--- config.mk ---
export PLATFORM = sky130hd
export DESIGN_NAME = redirect_ctrl_flat
export DESIGN_NICKNAME = d
export VERILOG_FILES = /design/src/rtl/redirect_ctrl_pkg.sv /design/src/rtl/redirect_ctrl_if.sv /design/src/rtl/redirect_ctrl_prio_sel.sv /design/src/rtl/redirect_ctrl.sv /design/src/flat_wrapper.sv
export SDC_FILE = /design/constraint.sdc
export NUM_CORES = 1
export LEC_CHECK = 0
export BUFFER_PORTS_ARGS = -buffer_cell sky130_fd_sc_hd__buf_2
export CAP_MARGIN = 20
export CORE_MARGIN = 8
export CORE_UTILIZATION = 40
export CTS_BUF_LIST = sky130_fd_sc_hd__clkbuf_4 sky130_fd_sc_hd__clkbuf_8 sky130_fd_sc_hd__clkbuf_16
export DETAILED_ROUTE_END_ITERATION = 6
export HOLD_SLACK_MARGIN = 0.05
export PLACE_DENSITY = 0.65
export SETUP_SLACK_MARGIN = 0.15
export SYNTH_ARGS = -nofsm -noshare
export SYNTH_HDL_FRONTEND = slang
export SYNTH_HIERARCHICAL = 1
export SYNTH_SLANG_ARGS = --single-unit
--- constraint.sdc ---
create_clock -name clk -period 3.7 [get_ports clk]
set_clock_uncertainty 0.05 [all_clocks]
set_input_delay 0.37 -clock clk [delete_from_list [all_inputs] [get_ports clk]]
set_output_delay 0.37 -clock clk [all_outputs]
set_load 0.02 [all_outputs]
--- src/rtl/redirect_ctrl_pkg.sv ---
// redirect_ctrl shared types: source encodings, flush masks, FSM states.
// Source codes are ordered so that a larger value means an older stage.
package redirect_ctrl_pkg;

  typedef enum logic [1:0] {
    SRC_NONE = 2'b00,
    SRC_ID   = 2'b01,
    SRC_EX   = 2'b10,
    SRC_TRAP = 2'b11
  } src_e;

  typedef enum logic [1:0] {
    S_IDLE  = 2'b00,
    S_PEND  = 2'b01,
    S_ISSUE = 2'b10
  } state_e;

  localparam int SHADOW_CYC_DEF = 2;

  localparam logic [2:0] FLUSH_ID   = 3'b001;
  localparam logic [2:0] FLUSH_EX   = 3'b011;
  localparam logic [2:0] FLUSH_TRAP = 3'b111;

  function automatic logic [2:0] flush_of(
    input src_e s
  );
    logic [2:0] m;
    m = 3'b000;
    case (s)
      SRC_ID:   m = FLUSH_ID;
      SRC_EX:   m = FLUSH_EX;
      SRC_TRAP: m = FLUSH_TRAP;
      default:  m = 3'b000;
    endcase
    return m;
  endfunction

endpackage

--- src/rtl/redirect_ctrl_if.sv ---
// Redirect request / issue bundle between the pipeline
// redirect sources, the stall unit and the PC register.
interface redirect_ctrl_if #(
  parameter int PC_W = 64
);
  logic            trap_redir_valid;
  logic [PC_W-1:0] trap_redir_pc;
  logic            ex_redir_valid;
  logic [PC_W-1:0] ex_redir_pc;
  logic            id_redir_valid;
  logic [PC_W-1:0] id_redir_pc;
  logic [4:0]      stall_ctrl;

  logic            redir_valid_o;
  logic [PC_W-1:0] redir_pc_o;
  logic [1:0]      redir_src_o;
  logic [2:0]      flush_o;
  logic            pend_o;

  modport master (
    output trap_redir_valid, trap_redir_pc,
    output ex_redir_valid, ex_redir_pc,
    output id_redir_valid, id_redir_pc,
    output stall_ctrl,
    input  redir_valid_o, redir_pc_o,
    input  redir_src_o, flush_o, pend_o
  );

  modport slave (
    input  trap_redir_valid, trap_redir_pc,
    input  ex_redir_valid, ex_redir_pc,
    input  id_redir_valid, id_redir_pc,
    input  stall_ctrl,
    output redir_valid_o, redir_pc_o,
    output redir_src_o, flush_o, pend_o
  );
endinterface

--- src/rtl/redirect_ctrl_prio_sel.sv ---
// Eligibility filter and trap > EX > ID select, merged
// against a held entry (newer wins on equal or higher priority).
module redir_prio_sel
  import redirect_ctrl_pkg::*;
#(
  parameter int PC_W = 64
) (
  input  logic            trap_v_i,
  input  logic [PC_W-1:0] trap_pc_i,
  input  logic            ex_v_i,
  input  logic [PC_W-1:0] ex_pc_i,
  input  logic            id_v_i,
  input  logic [PC_W-1:0] id_pc_i,
  input  logic            sh_zero_i,
  input  logic            st_v_i,
  input  src_e            st_src_i,
  input  logic [PC_W-1:0] st_pc_i,
  output logic            sel_v_o,
  output src_e            sel_src_o,
  output logic [PC_W-1:0] sel_pc_o
);

  logic            ex_ok;
  logic            id_ok;
  logic            trap_w;
  logic            ex_w;
  logic            id_w;
  logic            win_v;
  src_e            win_src;
  logic [PC_W-1:0] win_pc;

  assign ex_ok  = ex_v_i & sh_zero_i;
  assign id_ok  = id_v_i & sh_zero_i;
  assign trap_w = trap_v_i;
  assign ex_w   = ex_ok & ~trap_v_i;
  assign id_w   = id_ok & ~trap_v_i & ~ex_ok;

  always_comb begin
    win_v   = 1'b0;
    win_src = SRC_NONE;
    win_pc  = '0;
    unique case (1'b1)
      trap_w: begin
        win_v   = 1'b1;
        win_src = SRC_TRAP;
        win_pc  = trap_pc_i;
      end
      ex_w: begin
        win_v   = 1'b1;
        win_src = SRC_EX;
        win_pc  = ex_pc_i;
      end
      id_w: begin
        win_v   = 1'b1;
        win_src = SRC_ID;
        win_pc  = id_pc_i;
      end
      default: ;
    endcase
  end

  always_comb begin
    sel_v_o   = st_v_i;
    sel_src_o = st_src_i;
    sel_pc_o  = st_pc_i;
    if (win_v && (!st_v_i || (win_src >= st_src_i))) begin
      sel_v_o   = 1'b1;
      sel_src_o = win_src;
      sel_pc_o  = win_pc;
    end
  end

endmodule

--- src/rtl/redirect_ctrl.sv ---
// Front-end redirect controller: arbitrates, holds across
// stalls, issues one registered pulse, then shadows ID/EX.
module redirect_ctrl
  import redirect_ctrl_pkg::*;
#(
  parameter int PC_W       = 64,
  parameter int SHADOW_CYC = SHADOW_CYC_DEF
) (
  input logic              clk,
  input logic              rst,
  redirect_ctrl_if.slave   bus
);

  state_e          state_q, state_d;
  logic            st_v_q, st_v_d;
  src_e            st_src_q, st_src_d;
  logic [PC_W-1:0] st_pc_q, st_pc_d;
  logic [2:0]      sh_q, sh_d;
  logic            vld_q, vld_d;
  src_e            src_q, src_d;
  logic [2:0]      fl_q, fl_d;
  logic [PC_W-1:0] pc_q, pc_d;

  logic            free;
  logic            sel_v;
  src_e            sel_src;
  logic [PC_W-1:0] sel_pc;
  logic            issue;
  logic            unused_stall;

  assign free = (bus.stall_ctrl[1:0] == 2'b00);
  assign unused_stall = ^bus.stall_ctrl[4:2];

  redir_prio_sel #(
    .PC_W (PC_W)
  ) u_sel (
    .trap_v_i  (bus.trap_redir_valid),
    .trap_pc_i (bus.trap_redir_pc),
    .ex_v_i    (bus.ex_redir_valid),
    .ex_pc_i   (bus.ex_redir_pc),
    .id_v_i    (bus.id_redir_valid),
    .id_pc_i   (bus.id_redir_pc),
    .sh_zero_i (sh_q == 3'd0),
    .st_v_i    (st_v_q),
    .st_src_i  (st_src_q),
    .st_pc_i   (st_pc_q),
    .sel_v_o   (sel_v),
    .sel_src_o (sel_src),
    .sel_pc_o  (sel_pc)
  );

  always_comb begin
    state_d  = S_IDLE;
    st_v_d   = 1'b0;
    st_src_d = SRC_NONE;
    st_pc_d  = '0;
    issue    = 1'b0;
    unique case (state_q)
      S_IDLE, S_ISSUE, S_PEND: begin
        if (sel_v && free) begin
          state_d = S_ISSUE;
          issue   = 1'b1;
        end else if (sel_v) begin
          state_d  = S_PEND;
          st_v_d   = 1'b1;
          st_src_d = sel_src;
          st_pc_d  = sel_pc;
        end
      end
      default: state_d = S_IDLE;
    endcase
  end

  // Older-stage issues open a window that blocks wrong-path ID/EX.
  always_comb begin
    sh_d = sh_q;
    if (issue && (sel_src == SRC_EX || sel_src == SRC_TRAP)) begin
      sh_d = 3'(SHADOW_CYC);
    end else if (free && sh_q != 3'd0) begin
      sh_d = sh_q - 3'd1;
    end
  end

  always_comb begin
    vld_d = issue;
    src_d = issue ? sel_src : SRC_NONE;
    fl_d  = issue ? flush_of(sel_src) : 3'b000;
    pc_d  = issue ? sel_pc : pc_q;
  end

  always_ff @(posedge clk or negedge rst) begin
    if (!rst) begin
      state_q  <= S_IDLE;
      st_v_q   <= 1'b0;
      st_src_q <= SRC_NONE;
      st_pc_q  <= '0;
      sh_q     <= 3'd0;
      vld_q    <= 1'b0;
      src_q    <= SRC_NONE;
      fl_q     <= 3'b000;
      pc_q     <= '0;
    end else begin
      state_q  <= state_d;
      st_v_q   <= st_v_d;
      st_src_q <= st_src_d;
      st_pc_q  <= st_pc_d;
      sh_q     <= sh_d;
      vld_q    <= vld_d;
      src_q    <= src_d;
      fl_q     <= fl_d;
      pc_q     <= pc_d;
    end
  end

  assign bus.redir_valid_o = vld_q;
  assign bus.redir_pc_o    = pc_q;
  assign bus.redir_src_o   = src_q;
  assign bus.flush_o       = fl_q;
  assign bus.pend_o        = (state_q == S_PEND);

endmodule

--- src/flat_wrapper.sv ---
// flat-port wrapper written by rule: the top's interface ports become plain ports
module redirect_ctrl_flat import redirect_ctrl_pkg::*;
#(
  parameter int PC_W       = 64,
  parameter int SHADOW_CYC = SHADOW_CYC_DEF
)
  (clk, rst, bus_trap_redir_valid, bus_trap_redir_pc, bus_ex_redir_valid, bus_ex_redir_pc, bus_id_redir_valid, bus_id_redir_pc, bus_stall_ctrl, bus_redir_valid_o, bus_redir_pc_o, bus_redir_src_o, bus_flush_o, bus_pend_o);
  redirect_ctrl_if #(.PC_W(PC_W)) bus_i ();
  input logic clk;
  input logic rst;
  input wire logic [$bits(bus_i.trap_redir_valid)-1:0] bus_trap_redir_valid;
  input wire logic [$bits(bus_i.trap_redir_pc)-1:0] bus_trap_redir_pc;
  input wire logic [$bits(bus_i.ex_redir_valid)-1:0] bus_ex_redir_valid;
  input wire logic [$bits(bus_i.ex_redir_pc)-1:0] bus_ex_redir_pc;
  input wire logic [$bits(bus_i.id_redir_valid)-1:0] bus_id_redir_valid;
  input wire logic [$bits(bus_i.id_redir_pc)-1:0] bus_id_redir_pc;
  input wire logic [$bits(bus_i.stall_ctrl)-1:0] bus_stall_ctrl;
  output wire logic [$bits(bus_i.redir_valid_o)-1:0] bus_redir_valid_o;
  output wire logic [$bits(bus_i.redir_pc_o)-1:0] bus_redir_pc_o;
  output wire logic [$bits(bus_i.redir_src_o)-1:0] bus_redir_src_o;
  output wire logic [$bits(bus_i.flush_o)-1:0] bus_flush_o;
  output wire logic [$bits(bus_i.pend_o)-1:0] bus_pend_o;
  assign bus_i.trap_redir_valid = bus_trap_redir_valid;
  assign bus_i.trap_redir_pc = bus_trap_redir_pc;
  assign bus_i.ex_redir_valid = bus_ex_redir_valid;
  assign bus_i.ex_redir_pc = bus_ex_redir_pc;
  assign bus_i.id_redir_valid = bus_id_redir_valid;
  assign bus_i.id_redir_pc = bus_id_redir_pc;
  assign bus_i.stall_ctrl = bus_stall_ctrl;
  assign bus_redir_valid_o = bus_i.redir_valid_o;
  assign bus_redir_pc_o = bus_i.redir_pc_o;
  assign bus_redir_src_o = bus_i.redir_src_o;
  assign bus_flush_o = bus_i.flush_o;
  assign bus_pend_o = bus_i.pend_o;
  redirect_ctrl #(.PC_W(PC_W), .SHADOW_CYC(SHADOW_CYC)) u_core (.clk(clk), .rst(rst), .bus(bus_i));
endmodule
# After elaboration in Yosys (flattened, before gate mapping)
# Cells that the tools add are included.
# word_totals
ff_bits,142
wordCells,62
output_inout_bits,71
in_bits,202
# op_classes
bitwise_logic,7
n_reduce_logical,14
mux,25
n_lt_le_gt_ge,1
add_sub_neg,1
eq_ne,5
# ops
operator,n
2-to-1 mux 64 bit,4
case mux 64 bit (3 select lines),1
2-to-1 mux 2 bit,7
2-to-1 mux 3 bit,3
case mux 3 bit (3 select lines),1
2-to-1 mux 1 bit,8
equality test 2 bit (second input constant),3
case mux 2 bit (3 select lines),1
OR reduction 3 bit,2
bitwise AND 1 bit,5
equality test 2 x 1 -> 1 bit (second input constant),2
logical AND 1 bit,4
logical NOT 2 bit,2
logical NOT 3 bit,1
nonzero test 3 bit,1
subtractor 3 x 1 -> 3 bit (second input constant),1
>= comparator 2 bit,1
logical OR 1 bit,2
inverter 1 bit,2
nonzero test 2 bit,1
logical NOT 1 bit,1

# Longest topological paths before layout
# logic_depth
word_depth,14
depth_mapped,16
ltp_nobuf,13

# Cells and area by module
# The synthesis kept the hierarchy.
# by_module_without_submodules
module,cells_each,area_per_inst_um2,instances,seq_area_each_um2
redirect_ctrl,312,5057.4,1,3503.4
redir_prio_sel,246,2270.9,1,0.0

# Least setup slack after synthesis
# OpenSTA, ideal clock, no wires.
# synth_path
path_type,reg2reg
from,reg u_core.sh_q[0]
to,reg u_core.fl_q[2] (netlist: u_core/bus.flush_o[2])
n_path_buf,3
setup_time_ns,0.068
slack_ns,0.265
required_time_ns,3.582
t_arrival_ns,3.317
path_stages_with_launch,17
path_cell_list,dfrtp_1 -> inv_1 -> ha_1 -> nor2b_1 -> nand2_1 -> nor3_2 -> clkbuf_1 -> nor2_1 -> ha_1 -> nand2b_4 -> a21oi_2 -> nor2_2 -> buf_6 -> buf_4 -> o22ai_1 -> nor4b_1 -> and2_1
# synth_between
word_cells_on_any_way,23
classes_between,order compare (1); eq/ne (3); mux (8); bitwise (6); reduce/logical (5)
# synth_rtl
item,line,source
from (decl),redirect_ctrl.sv:18,"logic [2:0] sh_q, sh_d;"
from (signal assigned),redirect_ctrl.sv:97,sh_q <= 3'd0;
from (signal assigned),redirect_ctrl.sv:107,sh_q <= sh_d;
logical NOT 3 bit *,redirect_ctrl.sv:43,".sh_zero_i (sh_q == 3'd0),"
bitwise AND 1 bit (on tied branches),"redirect_ctrl_prio_sel.sv:33, redirect_ctrl_prio_sel.sv:32",
bitwise AND 1 bit or inverter 1 bit (tied branches),redirect_ctrl_prio_sel.sv:36,assign id_w = id_ok & ~trap_v_i & ~ex_ok;
bitwise AND 1 bit,redirect_ctrl_prio_sel.sv:36,
case mux 2 bit (3 select lines),redirect_ctrl_prio_sel.sv:42,unique case (1'b1)
>= comparator 2 bit,redirect_ctrl_prio_sel.sv:66,if (win_v && (!st_v_i || (win_src >= st_src_i))) begin
logical OR 1 bit,redirect_ctrl_prio_sel.sv:66,
logical AND 1 bit,redirect_ctrl_prio_sel.sv:66,
2-to-1 mux 2 bit *,redirect_ctrl_prio_sel.sv:66,
net u_core.sel_src[1],redirect_ctrl.sv:26,src_e sel_src;
equality test 2 bit or equality test 2 x 1 -> 1 bit (tied branches),redirect_ctrl_pkg.sv:29,case (s)
case mux 3 bit (3 select lines) *,redirect_ctrl_pkg.sv:29,
2-to-1 mux 3 bit *,redirect_ctrl.sv:87,fl_d = issue ? flush_of(sel_src) : 3'b000;
net u_core.fl_d[2],redirect_ctrl.sv:21,"logic [2:0] fl_q, fl_d;"
to (signal assigned),redirect_ctrl.sv:110,fl_q <= fl_d;
to (decl),redirect_ctrl.sv:21,
# The timed path passes the listed nets; every way through them passes the cells marked *.
# A chain may end at the register's enable or synchronous reset.

# Final worst setup path
# layout_path
from,reg u_core.sh_q[0]
to,reg u_core.pc_q[36] (netlist: u_core/bus.redir_pc_o[36])
# layout_between
word_cells_on_any_way,19
classes_between,order compare (1); mux (7); bitwise (6); reduce/logical (5)
# layout_rtl
item,line,source
logical NOT 3 bit *,redirect_ctrl.sv:43,
bitwise AND 1 bit (on tied branches),"redirect_ctrl_prio_sel.sv:33, redirect_ctrl_prio_sel.sv:32",
bitwise AND 1 bit or inverter 1 bit (tied branches),redirect_ctrl_prio_sel.sv:36,
bitwise AND 1 bit,redirect_ctrl_prio_sel.sv:36,
case mux 2 bit (3 select lines),redirect_ctrl_prio_sel.sv:42,
>= comparator 2 bit,redirect_ctrl_prio_sel.sv:66,
logical OR 1 bit,redirect_ctrl_prio_sel.sv:66,
logical AND 1 bit,redirect_ctrl_prio_sel.sv:66,
2-to-1 mux 64 bit *,redirect_ctrl_prio_sel.sv:66,
net u_core.sel_pc[36],redirect_ctrl.sv:27,logic [PC_W-1:0] sel_pc;
to (signal assigned),redirect_ctrl.sv:111,pc_q <= pc_d;
to (decl),redirect_ctrl.sv:22,"logic [PC_W-1:0] pc_q, pc_d;"
# Marks and branches as above.

==> results.txt <==
fillers - 1,587
Core Box Area - 17,960 um^2
pre-CTS WS - 0.5142 ns
worst setup margin - 0.4955 ns
Syn Area/Cell - 13.13 um^2
Total GRT Usage - 17.15%
Synth Instances - 558
status - complete, no violations
Cell variety after synth - 34
Post-Syn Nets - 764
PD cells - 735.4 nW/um^2
gp weighted congestion - 0.7492
Post-CTS Repair Setup Buffers - 0
largest net degree at the start of global routing - 107
initial core utilization - 40.80%
Pleak - 4.784 nW
share of layout cells above drive strength 1 - 54.70%
area of the mapped netlist - 7328 um^2
CTS root buffer - clkbuf_16
Slew HR - 31.46%
Req. time, crit path - 3.94 ns
max-cap viol count - 0
DRC Markers - 0
CP startpoint - u_core/sh_q[0]
Max Freq - 0.3121 GHz
CTS tree - done
RR Endpoint - u_core/bus.redir_pc_o[36]
most common cell after layout, fill and taps aside - buf_2
Hold Path Depth - 2
peak supply drop - 346.5 uV
First-pass DRT Iterations - 5
hold_ws - 0.1919 ns
vias in the first global route - 5,885
fin crit period - 3.205 ns
Clock Latency Late Sink - 0.40 ns
Yosys warning count - 6
Layout area overhead - 27.52%
Rows - 49
R2R cell count - 13
die footprint - 22,910 um^2
Slew Viols, Final - 0
Crit Path Max Fanout - 32
startpoint types - flip-flop
WP data arrival - 3.45 ns
final instance area - 9345 um^2
DR vias - 5,402
most frequent cells in the layout - buf_2 (267), dfrtp_1 (140), mux2_2 (82)
Die Width - 151.4 um
final antenna-violating net count - 0
Die H - 151.4 um
Crit. End Element - flip-flop
Avg WL per Cell - 18.77 um
initial DRC count - 199
Total Wirelength - 19,690 um
clk sinks - 140
CTS max path bufs - 2
Slew @ Worst Pin - 1.028 ns
Final Setup Violations - 0
period utilization - 86.61%
unrepaired setup endpoints after global routing - no
total grt overflow - 0
CTS clk-pin slew, worst paths - 0.06 ns
initial antenna violation count - 2
r2r startpoint - u_core/sh_q[0]
PostCTS Resize Cnt - 0
Setup TNS - 0 ns
first-pass GRT wire length - 30,710 um
Port-buffer cells - 269
Hold Vio Cnt, Final - 0
net total in the final layout - 1,013
hold worst-path end - u_core/bus.redir_src_o[1]
class of the tightest hold or removal check - in2reg
final core occ - 52.02%
H-tree Lvls - 4
min-delay src - bus_stall_ctrl[1]
cts bufs inserted - 17
placed inst area - 8757 um^2
R2R Setup Slk - 0.50 ns
part of the Yosys area used for sequential elements - 47.81%
#FFs+latches synth - 140
post-DP HPWL - 13,890 um
category of the most critical setup path - reg2reg
DR vias/cell - 5.150
num ports - 273
## power breakdown
part / internal, mW / switching [mW]
logic: 1.37 / 1.50
clock network: 1.00 / 0.657
registers: 2.09 / 0.252
## per-stage QoR
stage | cells | total power, mW
6_report | 1049 | 6.873
5_1_grt | 1049 | 7.305
4_1_cts | 1048 | 6.982
3_5_place_dp | 1016 | 5.283
3_3_place_gp | 1016 | 5.213
2_1_floorplan | 558 | 4.355
## worst max-delay path, cell delays in order, from the launching register on
cell and delay (ns):
dfrtp_1 0.39, inv_1 0.08, ha_1 0.15, nor2b_1 0.45, nand2_1 0.17, nor3_4 0.16
nor2_1 0.06, ha_1 0.28, nand2b_4 0.11, a21oi_2 0.08, nor2_4 0.18, buf_12 0.24
mux2_2 0.38, mux2_4 0.27
## per-layer routing
| metal | GRT usage, % | vias to the layer above | routed length, um |
|---|---|---|---|
| li1 | - | 2564 | - |
| met4 | 5.096 | 2 | 265 |
| met3 | 5.229 | 17 | 1737 |
| met5 | 0 | - | 12 |
| met1 | 21.07 | 2635 | 8538 |
| met2 | 28.44 | 184 | 9131 |
## cell families (layout without fill, tap and decap cells)
family	after synthesis	count (layout)	share of synthesized area, %
and+or+nand+nor	155	155	14.34
DFF	140	140	47.81
muxes	128	128	22.02
AOI/OAI and AO/OA	75	75	9.886
buffers and inverters	56	317	5.259
adders and majority gates	4	4	0.6830
other	0	1	0
## Yosys cell counts
cell type	n	share of area, %
nand2b_1	1	0.085
a21oi_1	3	0.20
nand2_1	2	0.10
buf_2	17	1.2
or4_1	1	0.10
o31a_1	1	0.12
or3_1	2	0.17
nor3b_1	64	6.6
nand3_1	1	0.068
a21bo_1	1	0.14
inv_1	5	0.26
a221o_1	64	8.7
nor2b_1	2	0.17
nor2_1	6	0.31
o31ai_1	1	0.10
nor4_1	1	0.085
a21bo_2	1	0.14
or3_4	1	0.15
nor2_2	2	0.17
ha_1	4	0.68
nor4b_1	2	0.24
o21a_1	1	0.10
mux2_2	82	13
o32a_1	1	0.14
dfrtp_1	140	48
mux2_4	46	9.4
nor3_2	1	0.14
o22ai_1	1	0.085
buf_6	15	2.3
a21oi_2	1	0.12
clkbuf_1	8	0.41
buf_4	11	1.1
and2_1	68	5.8
nand2b_4	1	0.19
## worst max-delay path by stage
stage	slack, ns	to
finish	0.50	u_core/bus.redir_pc_o[36]
global route	0.22	u_core/bus.redir_pc_o[42]
CTS	0.50	u_core/bus.redir_pc_o[51]
detailed placement	0.51	u_core/bus.redir_pc_o[43]
global placement	0.51	u_core/bus.redir_pc_o[38]
floorplan	0.27	u_core/bus.flush_o[2]
## what timing repair did
item,CTS,global route
setup endpoints to repair,0,0
hold buffers,1,0
endpoints found under the hold margin,90,0
## state kept, by name, indices dropped and copies added, names as in the netlist
signal	count
u_core/bus.redir_src_o	2
u_core/sh_q	3
u_core/st_src_q	2
u_core/bus.flush_o	3
u_core/state_q	2
u_core/bus.redir_pc_o	64
u_core/st_pc_q	64
## layout make-up
class | instances | area, um^2 | share of cell area (%)
Clock inverter | 13 | 142.6 | 1.526
Antenna cell | 1 | 2.502 | 0.02678
Timing Repair Buffer | 281 | 1498 | 16.03
Inverter | 5 | 18.77 | 0.2008
Multi-Input combinational cell | 362 | 3461 | 37.03
Clock buffer | 18 | 432.9 | 4.632
Sequential cell | 140 | 3503 | 37.49
Tap cell | 229 | 286.5 | 3.066
Note: power is estimated with default switching activity, not from simulation.
